[src/rtl/wb_b3_pkg.sv]
// Shared encodings and helpers for the Wishbone B3 burst master: cycle-type and
// burst-type codes, the master FSM states and the burst length decode.
package wb_b3_pkg;

  localparam logic [2:0] CTI_CLASSIC = 3'b000;
  localparam logic [2:0] CTI_INCR    = 3'b010;
  localparam logic [2:0] CTI_EOB     = 3'b111;

  // Request length codes double as the wrap burst type driven on bte.
  typedef enum logic [1:0] {
    BTE_LIN    = 2'b00,
    BTE_WRAP4  = 2'b01,
    BTE_WRAP8  = 2'b10,
    BTE_WRAP16 = 2'b11
  } bte_e;

  typedef enum logic {
    ST_IDLE = 1'b0,
    ST_BUS  = 1'b1
  } state_e;

  function automatic logic [4:0] beats_for_len(input logic [1:0] len);
    case (len)
      2'b00:   return 5'd1;
      2'b01:   return 5'd4;
      2'b10:   return 5'd8;
      default: return 5'd16;
    endcase
  endfunction

endpackage

[src/rtl/wb_b3_rd_fifo.sv]
// Synchronous read-data FIFO holding {last, data}; the occupancy count lets the
// master refuse a read request the FIFO could not absorb in full.
module wb_b3_rd_fifo #(
  parameter int DW    = 32,
  parameter int DEPTH = 16
) (
  input  logic                       clk_i,
  input  logic                       rst_ni,
  input  logic                       push_i,
  input  logic [DW:0]                push_data_i,
  input  logic                       pop_i,
  output logic [DW:0]                pop_data_o,
  output logic                       empty_o,
  output logic [$clog2(DEPTH+1)-1:0] count_o
);

  localparam int PW = $clog2(DEPTH);
  localparam int CW = $clog2(DEPTH + 1);

  logic [DW:0]   mem_q [DEPTH];
  logic [PW-1:0] wr_ptr_q, rd_ptr_q;
  logic [CW-1:0] count_q;
  logic          full, do_push, do_pop;

  assign empty_o = (count_q == '0);
  assign full    = (count_q == CW'(DEPTH));
  // A pop only counts against a non-empty FIFO; a push into a full FIFO needs a pop.
  assign do_pop  = pop_i & ~empty_o;
  assign do_push = push_i & (~full | do_pop);

  function automatic logic [PW-1:0] ptr_inc(input logic [PW-1:0] p);
    return (p == PW'(DEPTH - 1)) ? '0 : p + PW'(1);
  endfunction

  // NOTE: state registers use non-blocking assignments so every flop samples pre-edge values.
  always_ff @(posedge clk_i or negedge rst_ni) begin
    if (!rst_ni) begin
      wr_ptr_q <= '0;
      rd_ptr_q <= '0;
      count_q  <= '0;
    end else begin
      if (do_push) wr_ptr_q <= ptr_inc(wr_ptr_q);
      if (do_pop)  rd_ptr_q <= ptr_inc(rd_ptr_q);
      count_q <= count_q + CW'(do_push) - CW'(do_pop);
    end
  end

  // NOTE: storage is not reset; the pointers and count alone define which entries are valid.
  always_ff @(posedge clk_i) begin
    if (do_push) mem_q[wr_ptr_q] <= push_data_i;
  end

  assign pop_data_o = mem_q[rd_ptr_q];
  assign count_o    = count_q;

endmodule

[src/rtl/wb_b3_burst_master.sv]
// Wishbone B3 master: turns one request into a classic cycle or a registered-feedback
// wrap burst and buffers read beats in a FIFO so the consumer can stall freely.
module wb_b3_burst_master
  import wb_b3_pkg::*;
#(
  parameter int dw         = 32,
  parameter int aw         = 32,
  parameter int FIFO_DEPTH = 16
) (
  input  logic          wb_clk_i,
  input  logic          wb_rst_ni,
  input  logic          req_valid_i,
  output logic          req_ready_o,
  input  logic [aw-1:0] req_adr_i,
  input  logic          req_we_i,
  input  logic [1:0]    req_len_i,
  input  logic          wr_valid_i,
  input  logic [dw-1:0] wr_data_i,
  input  logic [3:0]    wr_sel_i,
  output logic          wr_ready_o,
  output logic          rd_valid_o,
  output logic [dw-1:0] rd_data_o,
  output logic          rd_last_o,
  input  logic          rd_ready_i,
  output logic          done_o,
  output logic          err_o,
  output logic [aw-1:0] wb_adr_o,
  output logic [dw-1:0] wb_dat_o,
  output logic [3:0]    wb_sel_o,
  output logic          wb_we_o,
  output logic [1:0]    wb_bte_o,
  output logic [2:0]    wb_cti_o,
  output logic          wb_cyc_o,
  output logic          wb_stb_o,
  input  logic [dw-1:0] wb_dat_i,
  input  logic          wb_ack_i,
  input  logic          wb_err_i,
  input  logic          wb_rty_i
);

  localparam int CW = $clog2(FIFO_DEPTH + 1);
  localparam int WW = aw - 2;

  state_e        state_q, state_d;
  logic [aw-1:0] adr_q, adr_d;
  logic          we_q, we_d;
  bte_e          len_q, len_d;
  logic [3:0]    beat_q, beat_d;
  logic          done_q, done_d;
  logic          err_q, err_d;
  logic          out_en_q;

  logic          bus, stb, last_beat, accept, push, space_ok;
  logic [4:0]    beats_cur;
  logic [3:0]    beats_m1;
  logic [WW-1:0] word, wrap_mask, word_next;
  logic [CW-1:0] fifo_count;
  logic          fifo_empty;
  logic [dw:0]   fifo_head;
  logic          unused_adr_bits;

  assign unused_adr_bits = ^req_adr_i[1:0];

  assign bus       = (state_q == ST_BUS);
  assign beats_cur = beats_for_len(len_q);
  assign beats_m1  = 4'(beats_cur - 5'd1);
  assign last_beat = (beat_q == beats_m1);
  // Reads strobe every cycle of the burst; writes strobe only while data is offered.
  assign stb       = bus & (~we_q | wr_valid_i);

  assign space_ok    = (32'(FIFO_DEPTH) - 32'(fifo_count)) >= 32'(beats_for_len(req_len_i));
  assign req_ready_o = out_en_q & ~bus & (req_we_i | space_ok);
  assign accept      = req_valid_i & req_ready_o;

  // Wrap: only the low log2(beats) bits of the word index advance, matching the slave.
  assign word      = adr_q[aw-1:2];
  assign wrap_mask = WW'(beats_m1);
  assign word_next = (word & ~wrap_mask) | ((word + WW'(1)) & wrap_mask);

  always_comb begin
    // NOTE: every combinationally assigned signal gets a default first so no path infers a latch.
    state_d = state_q;
    adr_d   = adr_q;
    we_d    = we_q;
    len_d   = len_q;
    beat_d  = beat_q;
    done_d  = 1'b0;
    err_d   = 1'b0;
    push    = 1'b0;
    case (state_q)
      ST_IDLE: begin
        if (accept) begin
          state_d = ST_BUS;
          adr_d   = {req_adr_i[aw-1:2], 2'b00};
          we_d    = req_we_i;
          len_d   = bte_e'(req_len_i);
          beat_d  = 4'd0;
        end
      end
      ST_BUS: begin
        if (stb && (wb_err_i || wb_rty_i)) begin
          state_d = ST_IDLE;
          err_d   = 1'b1;
        end else if (stb && wb_ack_i) begin
          beat_d = beat_q + 4'd1;
          adr_d  = {word_next, 2'b00};
          push   = ~we_q;
          if (last_beat) begin
            state_d = ST_IDLE;
            done_d  = 1'b1;
          end
        end
      end
      default: state_d = ST_IDLE;
    endcase
  end

  always_ff @(posedge wb_clk_i or negedge wb_rst_ni) begin
    if (!wb_rst_ni) begin
      state_q  <= ST_IDLE;
      adr_q    <= '0;
      we_q     <= 1'b0;
      len_q    <= BTE_LIN;
      beat_q   <= 4'd0;
      done_q   <= 1'b0;
      err_q    <= 1'b0;
      out_en_q <= 1'b0;
    end else begin
      state_q  <= state_d;
      adr_q    <= adr_d;
      we_q     <= we_d;
      len_q    <= len_d;
      beat_q   <= beat_d;
      done_q   <= done_d;
      err_q    <= err_d;
      out_en_q <= 1'b1;
    end
  end

  always_comb begin
    wb_cti_o = CTI_CLASSIC;
    if (bus && len_q != BTE_LIN) wb_cti_o = last_beat ? CTI_EOB : CTI_INCR;
  end

  assign wb_cyc_o   = bus;
  assign wb_stb_o   = stb;
  assign wb_adr_o   = adr_q;
  assign wb_we_o    = bus & we_q;
  assign wb_bte_o   = bus ? len_q : BTE_LIN;
  assign wb_dat_o   = (bus & we_q) ? wr_data_i : '0;
  assign wb_sel_o   = (bus & we_q) ? wr_sel_i : '0;
  assign wr_ready_o = stb & we_q & wb_ack_i;
  assign done_o     = done_q;
  assign err_o      = err_q;

  wb_b3_rd_fifo #(
    .DW    (dw),
    .DEPTH (FIFO_DEPTH)
  ) u_rd_fifo (
    .clk_i       (wb_clk_i),
    .rst_ni      (wb_rst_ni),
    .push_i      (push),
    .push_data_i ({last_beat, wb_dat_i}),
    .pop_i       (rd_ready_i),
    .pop_data_o  (fifo_head),
    .empty_o     (fifo_empty),
    .count_o     (fifo_count)
  );

  assign rd_valid_o = ~fifo_empty;
  assign rd_data_o  = fifo_empty ? '0 : fifo_head[dw-1:0];
  assign rd_last_o  = ~fifo_empty & fifo_head[dw];

endmodule

[config.mk]
export PLATFORM = sky130hd
export DESIGN_NAME = wb_b3_burst_master
export DESIGN_NICKNAME = d
export VERILOG_FILES = /design/src/rtl/wb_b3_pkg.sv /design/src/rtl/wb_b3_rd_fifo.sv /design/src/rtl/wb_b3_burst_master.sv
export SDC_FILE = /design/constraint.sdc
export NUM_CORES = 1
export LEC_CHECK = 0
export CORE_MARGIN = 2
export CORE_UTILIZATION = 57
export DETAILED_ROUTE_END_ITERATION = 6
export GPL_TIMING_DRIVEN = 0
export PLACE_DENSITY = 0.8
export SLEW_MARGIN = 25
export SYNTH_ARGS = -nofsm -noshare
export SYNTH_HDL_FRONTEND = slang
export SYNTH_SLANG_ARGS = --single-unit
[constraint.sdc]
create_clock -name wb_clk_i -period 4.2 [get_ports wb_clk_i]
set_input_delay 0.84 -clock wb_clk_i [delete_from_list [all_inputs] [get_ports wb_clk_i]]
set_output_delay 0.84 -clock wb_clk_i [all_outputs]
set_load 0.03 [all_outputs]
After elaboration in Yosys (flattened, before gate mapping)
Memory sizes are Yosys's and may differ from the RTL's. Index checks and enable logic that the tools add are counted.

Flip-flop bits (word level): 56. Bits in latches: 0. RAM bits: 528. Bits in read-only memories: 0. Input port bits: 111. Output and inout port bits: 114. Word-level logic and storage cells: 97. Memories kept: 1.

Memory list: u_rd_fifo.mem_q (depth 16, width 33, read ports 1, clocked after Yosys merged registers in 0, write ports 1, line wb_b3_rd_fifo.sv:20) `logic [DW:0] mem_q [DEPTH];`.

$add $sub $neg: 8. Multipliers: 0. Div/mod/pow operators: 0. Order comparisons: 1. Equal/unequal tests: 11. Shifts and indexed selects: 0. Multiplexer cells: 34. Bitwise logic cells: 21. Reductions and logical operators: 10.

Operators with widths (number): 32-bit 2-to-1 mux (5); 32-bit case mux with 2 select lines (1); 32-bit by 5-bit >= comparator with 1-bit output (1); 30-bit by 1-bit adder with 30-bit output, second input constant (1); 30-bit bitwise AND (1); 30-bit by 4-bit bitwise AND with 30-bit output (1); 4-bit NOT with 30-bit output (1); 30-bit bitwise OR (1); 4-bit 2-to-1 mux (6); 1-bit 2-to-1 mux (15); 5-bit case mux with 3 select lines (1); 4-bit by 1-bit adder with 4-bit output, second input constant (3); 4-bit case mux with 3 select lines (1); 1-bit bitwise AND (10); 4-bit == test, second input constant (2); 4-bit case mux with 2 select lines (1); 3-bit 2-to-1 mux (2); 5-bit by 5-bit subtractor with 6-bit output, first input constant (1); 5-bit by 1-bit adder with 5-bit output (1); 5-bit == test, second input constant (1); 5-bit logical NOT (1); 5-bit by 1-bit subtractor with 5-bit output (1); 2-bit by 1-bit == test with 1-bit output, second input constant (2); 2-bit == test, second input constant (2); other kinds (14) (23).

Longest topological paths before layout
Gate-level depths: netlist (run 1).

Depth in word-level cells: 10. Mapped depth: 14. Depth with buffers taken out: 14.

Modules after synthesis
Synthesis (run 1) repeated with hierarchy kept, for this count alone.

Cells, all modules: 1211. Area total of the unflattened synthesis: 23248.5 um^2.

By module, submodules not included: wb_b3_rd_fifo (times used 1, cells an instance 897, area an instance 20573.5 um^2, sequential area each 16180.5 um^2); wb_b3_burst_master (times used 1, cells an instance 314, area an instance 2675.1 um^2, sequential area each 1026.0 um^2).

Worst setup path before layout (run 1)
Ideal clock, no wire load.

Path type: register to register. Start: register u_rd_fifo.count_q[2], in the netlist u_rd_fifo.count_o[2]. End: memory u_rd_fifo.mem_q[0][0] (netlist name), enable pin. Library setup time: 393 ps. Data arrival time: 2777 ps. Data required time: 3807 ps. Path slack: 1030 ps. Cell stages (with the launch flop): 10. Buffers on the path: 1. Period minus slack after synthesis: 3170 ps. Path through: dfrtp_1 > inv_1 > ha_1 > and2_1 > ha_1 > nand2b_1 > a2111oi_4 > buf_6 > nor3b_4 > and2_1.

Word-level cells in the longest chain between the ends: 7. Elaborated cells between the ends (all ways): 9. Those cells by class: eq/ne (1); mux (2); bitwise (5); reduce/logical (1).

RTL lines: from (decl) (line wb_b3_rd_fifo.sv:22) `logic [CW-1:0] count_q;`; from (signal assigned) (line wb_b3_rd_fifo.sv:44) `count_q <= count_q + CW'(do_push) - CW'(do_pop);`; 5-bit logical NOT (line wb_b3_rd_fifo.sv:25) `assign empty_o = (count_q == '0);`; 1-bit NOT (line wb_b3_rd_fifo.sv:28) `assign do_pop = pop_i & ~empty_o;`; 1-bit bitwise AND (line wb_b3_rd_fifo.sv:28); 1-bit bitwise OR (*) (line wb_b3_rd_fifo.sv:29) `assign do_push = push_i & (~full | do_pop);`; 1-bit bitwise AND (*) (line wb_b3_rd_fifo.sv:29); net u_rd_fifo.do_push (line wb_b3_rd_fifo.sv:23) `logic full, do_push, do_pop;`; 1-bit 2-to-1 mux (*) (line wb_b3_rd_fifo.sv:50) `if (do_push) mem_q[wr_ptr_q] <= push_data_i;`; 1-bit 2-to-1 mux (not written as such) (*) (line wb_b3_rd_fifo.sv:50); to (decl) (line wb_b3_rd_fifo.sv:20).

Mark *: on every way through the listed nets, which the timed path passes. The rest lies on a longest branch.

Final worst setup path (run 1)
Start: register u_rd_fifo.count_q[2], in the netlist u_rd_fifo.count_o[2]. End: output rd_data_o[20].

Word-level cells in the longest chain between the ends: 2.

RTL lines: 5-bit logical NOT (line wb_b3_rd_fifo.sv:25); 32-bit 2-to-1 mux (line wb_b3_burst_master.sv:171) `assign rd_data_o = fifo_empty ? '0 : fifo_head[dw-1:0];`; to (decl) (line wb_b3_burst_master.sv:22) `output logic [dw-1:0] rd_data_o,`.

No other way between the ends.

==> results of run 1 <==
## cell usage after synthesis, types with 3 or more instances
cell type / number / share of area (%)
nor2b_1: 4 / 0.11
nand2b_1: 5 / 0.13
ha_1: 22 / 1.2
mux2_1: 28 / 1.4
nand3_1: 5 / 0.11
buf_1: 8 / 0.13
nor2_1: 14 / 0.23
nand4_1: 3 / 0.081
and2_1: 19 / 0.51
clkbuf_1: 23 / 0.37
buf_2: 19 / 0.41
inv_1: 18 / 0.29
a21oi_1: 5 / 0.11
and3_1: 40 / 1.1
buf_4: 3 / 0.097
mux2i_1: 69 / 3.0
xnor2_1: 8 / 0.30
mux4_2: 132 / 13
o21ai_0: 5 / 0.11
nand2_1: 15 / 0.24
mux2_2: 3 / 0.15
buf_6: 10 / 0.48
edfxtp_1: 528 / 68
o22ai_1: 34 / 0.92
dfrtp_1: 54 / 5.8
xor2_1: 4 / 0.15
## power groups by stage
stage / Sequential [mW] / Combinational [mW] / Clock, mW
finish: 6.83 / 6.44 / 4.68
global route: 6.86 / 6.84 / 4.96
CTS: 6.83 / 6.53 / 4.73
detailed placement: 6.94 / 6.60 / 0
global placement: 6.92 / 6.48 / 0
floorplan: 7.20 / 3.94 / 0
## final cells by class
cell class / count / area (sq um) / share of cell area (%)
diodes: 4 / 10.0 / 0.0358
repair buffers: 226 / 2310 / 8.24
inverters: 18 / 67.6 / 0.242
clock inverters: 31 / 198 / 0.707
plain buffers: 63 / 378 / 1.35
multi-input cells: 452 / 5660 / 20.2
well taps: 525 / 657 / 2.35
flip-flops and latches: 582 / 17200 / 61.5
clock buffers: 71 / 1490 / 5.32
## final timing paths
check | depth (start not counted) | slack (ns) | to | start
max | 9 | 0.11 | rd_data_o[20] | u_rd_fifo.count_o[2]
min | 1 | 0.13 | wb_adr_o[10] | wb_rst_ni
max reg2reg | 10 | 0.80 | u_rd_fifo.mem_q[5][6] | u_rd_fifo.count_o[2]
min reg2reg | 1 | 0.48 | wb_adr_o[12] | wb_adr_o[12]
max in group asynchronous | 2 | 3.59 | beat_q[3] | wb_rst_ni
min in group wb_clk_i | 1 | 0.48 | wb_adr_o[12] | wb_adr_o[12]
## critical path: stages, from the launching register on
cell and delay [ns]:
dfrtp_1 0.40, inv_1 0.09, ha_1 0.20, and2_1 0.17
ha_1 0.22, or2_2 0.28, buf_1 0.28, clkbuf_4 0.33
o22ai_1 0.24, dlygate4sd2_1 0.43
## logic make-up after synthesis
logic type      synth area share, %
compound gates                 1.92
xor+xnor                      0.452
flops                          74.1
buf+inv                        1.78
mux                            17.3
fa+ha+maj                      1.27
other cells                  0.0323
simple gates                   3.18
## through the flow
stage                     instance area [sq um]  hold WS [ns]  std cells  power, mW
after floorplan                           23200         0.515       1115       11.1
after global placement                    26100         0.468       1860       13.4
after detailed placement                  26300         0.474       1866       13.5
after CTS                                 28000         0.115       1968       18.1
after global routing                      28000         0.132       1969       18.7
final                                     28000         0.131       1972       18.0
## flip-flops by register name, summed over array words and instances, names as in the netlist, named ones only
register,count
wb_adr_o,27
beat_q,4
u_rd_fifo.mem_q,528
wb_cyc_o,1
done_o,1
u_rd_fifo.wr_ptr_q,4
we_q,1
err_o,1
u_rd_fifo.rd_ptr_q,4
u_rd_fifo.count_o,5
out_en_q,1
len_q,2
## what timing repair did
item | 4_1_cts | 5_1_grt
endpoints found under the setup margin | 34 | 16
gates cloned | 0 | 0
resized for setup | 53 | 15
## layer usage
| layer | up-vias | share of wire [%] | wire length [um] | track usage (%) |
|---|---|---|---|---|
| li1 | 5150 | - | - | - |
| met1 | 6356 | 37 | 19900 | 34.5 |
| met2 | 709 | 52 | 27600 | 43.9 |
| met3 | 107 | 8.5 | 4530 | 5.27 |
| met4 | 2 | 2.1 | 1130 | 7.37 |
| met5 | - | 0.030 | 16 | 0 |
==> results.toml, run 1 <==
[layout]
final_common_cell = "edfxtp_1"
syn2layout_area_growth_pct = 20.4
mostFrequentLayoutCells = "528 x edfxtp_1, 185 x clkdlybuf4s50_1, 132 x mux4_2, 69 x mux2i_1, 57 x clkbuf_16"
n_fill_cell = 2430
drive_gt1_share_pct = 20.7
post-route-util_pct = 69.9
final_net_count = 1533

[timing]
hold_viol_final = 0
fin_skew_ns = 0.0269
tns_ns = 0
rsz0062_at_grt = "no"
setup_viol = 0
max_freq_mhz = 245
slew-limit-headroom_pct = 32.4
maxSlewViolCount = 0
tightest_slew_ns = 1.01
worst_slack_ns = 0.112
period_share_pct = 97.3
fin_crit_ns = 4.09

[worst_setup_path]
path_class = "flip-flop to primary output"
end_kind = "primary output"
cp_max_fo = 10
worstPathArrival_ns = 3.25
crit_path_start_kind = "flip-flop"
worstPathRequired_ns = 3.36

[power]
power.leakage_nw = 9.53
irDropWorstVdd_v = 0.000472
power_per_cell_area_mw_per_mm2 = 642
netSwitchingFraction_pct = 33.8
p_int_mw = 11.9
clockPowerShare_pct = 26.1
combPwrFrac_pct = 35.9
p_sw_mw = 6.07
pwr-share-seq_pct = 38.0

[synthesis]
syn_area_sq_mm = 0.0232
async_flop_share_pct = 9.28
ys_types = 57
syn-instance-count = 1114
syn_area_per_cell_sq_um = 20.9
synth_seq_cells = 582
synth_flop_cell = "edfxtp_1"
yosysWarnings = 0
synth_edf_count = 528
yosysSeqAreaShare_pct = 74.1

[placement]
hpwl_um = 31100
finalWeightedCongestion = 0.802
port_buffers = 220
pre_cts_ws_ns = 0.0721

[clock_tree]
post-cts-setup-buffers = 0
cts_sinks = 582
holdBufCountCts = 0
htree_levels = 2
cts_buffers = 56
cts_tree = "done"
cts_buffer_depth = 3
clockRootBuffer = "clkbuf_16"
path_clk_slew_ns = 0.06
clk_latency_ns = 0.60

[detailed_routing]
wire_per_inst_um = 27.0
drc = 0
dr.pass1.iters = 5
drt_iter0_markers = 1260
wirelength_um = 53200
viasPerCell = 6.25
ant_nets = 0
vias = 12300

[die]
pin_count = 225
start_util_pct = 58.1
die_h_um = 206
rows = 73
die_x_um = 206
die_area_sq_mm = 0.0424
core_area_sq_mm = 0.0400

[global_route]
grt_usage_pct = 25.9
antenna_found_initial = 4
grt_pass1_vias = 12800
gr-total-overflow = 0
grt_start_max_net_pins = 37
grt_pass1_wl_um = 79400

[run]
drv_cap = 0

[status]
status = "complete, no violations"

[hold_path]
hold_path_class = "primary input to asynchronous set/reset pin"
(Power assumes the default switching activity.)
==> inputs of run 2 (changes only) <==
--- a/config.mk
+++ b/config.mk
@@ -8,6 +8,7 @@
 export CORE_MARGIN = 2
-export CORE_UTILIZATION = 57
+export CORE_UTILIZATION = 60
 export DETAILED_ROUTE_END_ITERATION = 6
+export DONT_BUFFER_PORTS = 1
 export GPL_TIMING_DRIVEN = 0
-export PLACE_DENSITY = 0.8
+export PLACE_DENSITY = 0.76
 export SLEW_MARGIN = 25
==> constraint.sdc (replaced) <==
create_clock -name wb_clk_i -period 4.2 [get_ports wb_clk_i]
set_input_delay 1.05 -clock wb_clk_i [delete_from_list [all_inputs] [get_ports wb_clk_i]]
set_output_delay 1.05 -clock wb_clk_i [all_outputs]
set_load 0.03 [all_outputs]
==> results.toml, run 2 (synthesis gave the netlist of run 1 again) <==
[status]
status = "complete, no violations"

[layout]
post-route-util_pct = 68.9
drive_gt1_share_pct = 27.3
n_fill_cell = 2301
seq_area_sq_mm = 0.0172
mostFrequentLayoutCells = "528 x edfxtp_1, 132 x mux4_2, 69 x mux2i_1, 57 x clkbuf_16, 54 x dfrtp_1"
final_net_count = 1322
syn2layout_area_growth_pct = 14.0
max_flop_register = "u_rd_fifo.mem_q"
multi_input_area_sq_mm = 0.00601
final_common_cell = "edfxtp_1"
largest_reg_flops = 528

[die]
die_x_um = 201
rows = 72
start_util_pct = 60.4
pin_count = 225
die_area_sq_mm = 0.0403
core_area_sq_mm = 0.0385
die_h_um = 201

[timing]
maxSlewViolCount = 0
max_freq_mhz = 247
tightest_slew_ns = 1.05
period_share_pct = 96.6
slew-limit-headroom_pct = 30.3
fin_crit_ns = 4.06
rsz0062_at_grt = "no"
hold_viol_final = 0
fin_skew_ns = 0.0114
setup_viol = 0

[global_route]
busiest_layer = "met2"
met3_usage_pct = 6.17
grt_usage_pct = 25.7
grt_util_met1_pct = 33.2
grt_start_max_net_pins = 55
grt_pass1_vias = 12000
antenna_found_initial = 4
use_met2_pct = 43.5
gr-total-overflow = 0
grt_pass1_wl_um = 75600

[power]
irDropWorstVdd_v = 0.000383
clockPowerShare_pct = 27.3
pwr-share-seq_pct = 40.3
netSwitchingFraction_pct = 34.5
power_per_cell_area_mw_per_mm2 = 670
p_int_mw = 11.6
p_sw_mw = 6.12
power_mw = 17.7
combPwrFrac_pct = 32.4
power.leakage_nw = 8.83

[worst_setup_path]
path_class = "flip-flop to primary output"
cp_max_fo = 10
end_kind = "primary output"
reg2reg_depth = 11
crit_path_start_kind = "flip-flop"
worstReg2RegStart = "u_rd_fifo.count_o[1]"
crit_path_start = "u_rd_fifo.rd_ptr_q[1]"
worstPathArrival_ns = 3.01
worstPathRequired_ns = 3.15

[clock_tree]
ctsResizeCount = 66
cts_tree = "done"
holdBufCountCts = 0
clk_latency_ns = 0.60
cts_buffer_depth = 3
cts_sinks = 582
post-cts-setup-buffers = 0
cts_buffers = 56
clockRootBuffer = "clkbuf_16"
path_clk_slew_ns = 0.06
htree_levels = 2

[hold_path]
hold_path_class = "primary input to asynchronous set/reset pin"

[detailed_routing]
vias = 11300
ant_nets = 0
drt_iter0_markers = 1170
dr.pass1.iters = 5
viasPerCell = 6.43
drc = 0
wirelength_um = 50500
wire_per_inst_um = 28.8

[placement]
hpwl_um = 31600
port_buffers = 0
finalWeightedCongestion = 0.912

[run]
drv_cap = 0
[run 2: final cells by class]
class	count	share of cell area, %
Sequential cell	582	65.0
Multi-Input combinational cell	452	22.7
Clock buffer	73	5.76
Tap cell	518	2.45
Timing Repair Buffer	16	1.46
Buffer	62	1.43
Clock inverter	32	0.964
Inverter	18	0.255
Antenna cell	3	0.0283
[run 2: final timing paths]
check | slack (ns) | end
worst min-delay path | 0.14 | asynchronous set/reset pin
max in group asynchronous | 3.96 | wb_adr_o[22]
min in group wb_clk_i | 0.54 | u_rd_fifo.mem_q[13][29]
worst max register to register | 0.69 | u_rd_fifo.mem_q[9][13]
worst min register to register | 0.59 | beat_q[1]
worst max-delay path | 0.14 | rd_data_o[31]
[run 2: critical path, stage by stage (launching register included)]
cell and delay, ns:
dfrtp_1 0.35, buf_2 0.26, clkbuf_1 0.66, mux4_2 0.36, mux2i_1 0.11, o22ai_1 0.68
[run 2: metrics by stage]
stage	setup TNS, ns	hold slack [ns]	setup WS [ns]	area, sq um	cells
2_1_floorplan	0	0.515	0.929	23200	1115
3_3_place_gp	-27.31	0.574	-0.119	23900	1633
3_5_place_dp	0	0.569	0.147	24300	1649
4_1_cts	0	0.115	0.000149	26500	1754
5_1_grt	0	0.114	0.0480	26500	1756
6_report	0	0.143	0.144	26500	1756
[run 2: metal layers]
layer  wire length, um  vias up
met2             25900      502
met4              1410        0
met5                 0        -
met1             19400     5989
met3              3820       85
li1                  -     4720
[run 2: power by group through the flow]
stage                     logic (mW)  clock network, mW  registers, mW
after detailed placement        5.06                  0           7.27
final                           5.75               4.85           7.15
after global routing            6.12               5.14           7.18
after global placement          4.95                  0           7.26
after floorplan                 3.94                  0           7.20
after CTS                       5.73               4.90           7.15
==> inputs of run 3 (changes only) <==
- CELL_PAD_IN_SITES_DETAIL_PLACEMENT: unset -> 0
- CELL_PAD_IN_SITES_GLOBAL_PLACEMENT: unset -> 1
- CORE_UTILIZATION: 60 -> 55
- HOLD_SLACK_MARGIN: unset -> 0.06
- PLACE_DENSITY: 0.76 -> unset
- PLACE_DENSITY_LB_ADDON: unset -> 0.1
- SETUP_SLACK_MARGIN: unset -> 0.5
==> results.toml, run 3 (synthesis gave the netlist of run 1 again) <==
[layout]
drive_gt1_share_pct = 31.3
finalInstanceArea_sq_mm = 0.0267
syn2layout_area_growth_pct = 15.1
post-route-util_pct = 63.9
largest_reg_flops = 528
instances_no_fill = 1771
mostFrequentLayoutCells = "528 x edfxtp_1, 132 x mux4_2, 63 x clkbuf_16, 54 x dfrtp_1, 40 x mux2i_1"
final_common_cell = "edfxtp_1"
final_net_count = 1320
diodes = 0
max_flop_register = "u_rd_fifo.mem_q"

[hold_path]
hold_path_class = "primary input to asynchronous set/reset pin"

[clock_tree]
clk_latency_ns = 0.62
htree_levels = 2
cts_tree = "done"
path_clk_slew_ns = 0.06
clockRootBuffer = "clkbuf_16"
cts_buffer_depth = 3
cts_sinks = 582
cts_buffers = 58
holdBufCountCts = 0

[placement]
hpwl_um = 29100
finalWeightedCongestion = 0.880
dp_cells = 1655
place_area_sq_mm = 0.0240
port_buffers = 0

[detailed_routing]
dr.pass1.iters = 5
wirelength_um = 50300
ant_nets = 0
wire_per_inst_um = 28.4
drt_iter0_markers = 1009
viasPerCell = 6.21
drc = 0
vias = 11000

[global_route]
grt_start_max_net_pins = 55
grt_pass1_vias = 11500
antenna_found_initial = 0
gr-total-overflow = 0
grt_pass1_wl_um = 74500
grt_usage_pct = 23.6

[die]
core_area_sq_mm = 0.0419
start_util_pct = 55.5
pin_count = 225
die_area_sq_mm = 0.0439
die_x_um = 210
rows = 75
die_h_um = 210

[worst_setup_path]
path_class = "flip-flop to primary output"
crit_path_start_kind = "flip-flop"
cp_max_fo = 3
worstPathArrival_ns = 2.62
worstPathRequired_ns = 3.15
end_kind = "primary output"

[timing]
slew-limit-headroom_pct = 50.4
rsz0062_at_grt = "yes"
hold_viol_final = 0
maxSlewViolCount = 0
period_share_pct = 87.5
max_freq_mhz = 272
tightest_slew_ns = 0.744
setup_viol = 0
fin_skew_ns = 0.0197
fin_crit_ns = 3.67

[status]
status = "complete, no violations"

[power]
power_per_cell_area_mw_per_mm2 = 689
irDropWorstVdd_v = 0.000337
power_mw = 18.4
power.leakage_nw = 8.83

[run]
drv_cap = 0
-- run 3: cell types whose count changed in the layout (fill, tap and decap cells not counted), sizes merged --
cell | previous run | this run
buf | 55 | 45
bufinv | 3 | 1
clkbuf | 96 | 104
clkdlybuf4s15 | 0 | 3
diode | 3 | 0
clkinv | 25 | 23
-- run 3: final timing paths --
check | startpoint | end | slack [ns] | depth (start not counted)
setup / recovery | u_rd_fifo.count_o[2] | req_ready_o | 0.53 | 10
hold / removal | wb_rst_ni | wb_adr_o[2] | 0.14 | 0
setup reg to reg | u_rd_fifo.count_o[2] | u_rd_fifo.mem_q[3][21] | 1.03 | 9
hold reg to reg | beat_q[1] | beat_q[1] | 0.59 | 2
max in group asynchronous | wb_rst_ni | wb_adr_o[17] | 3.94 | 0
min in group wb_clk_i | wb_dat_i[1] | u_rd_fifo.mem_q[2][1] | 0.53 | 0
-- run 3: report_power, final --
group	switching, mW	leakage [nW]	internal (mW)
Combinational	3.72	2.56	2.75
Clock	2.10	0.864	2.70
Sequential	0.537	5.40	6.61
-- run 3: timing repair --
action | in CTS | in global routing
cloned | 0 | 1
gates resized for setup | 143 | 52
setup buffers | 5 | 4
setup endpoints to repair | 35 | 63
pin swaps | 11 | 2
-- run 3: worst max-delay path, stage by stage (launching register included) --
cell       delay (ns)
dfrtp_1          0.38
inv_2            0.07
ha_2             0.18
and2_4           0.16
ha_2             0.30
inv_1            0.06
ha_4             0.27
nand3_1          0.07
a2bb2oi_2        0.15
nand2_2          0.08
and3b_2          0.29
-- run 3: metrics by stage --
| step | setup WS, ns | setup TNS (ns) | hold WS, ns |
|---|---|---|---|
| 6_report | 0.526 | 0 | 0.139 |
| 5_1_grt | 0.413 | 0 | 0.118 |
| 4_1_cts | 0.424 | 0 | 0.112 |
| 3_5_place_dp | 0.0714 | 0 | 0.563 |
| 3_3_place_gp | -0.325 | -101.40 | 0.557 |
| 2_1_floorplan | 0.929 | 0 | 0.515 |
-- run 3: area by class of cell --
cell class | count | area (sq um)
inverters | 18 | 70.1
fillers | 2833 | 15100
well taps | 539 | 674
multi-input cells | 452 | 6350
clock buffers | 78 | 1590
clock inverters | 28 | 174
flip-flops and latches | 582 | 17200
repair buffers | 11 | 106
plain buffers | 63 | 576
-- run 3: layer usage --
layer / track usage [%] / up-vias / wire [um]
met5: 0 / - / 0
met4: 6.48 / 0 / 974
met3: 4.58 / 69 / 3370
met2: 38.4 / 388 / 24700
met1: 33.2 / 5820 / 21200
li1: - / 4713 / -
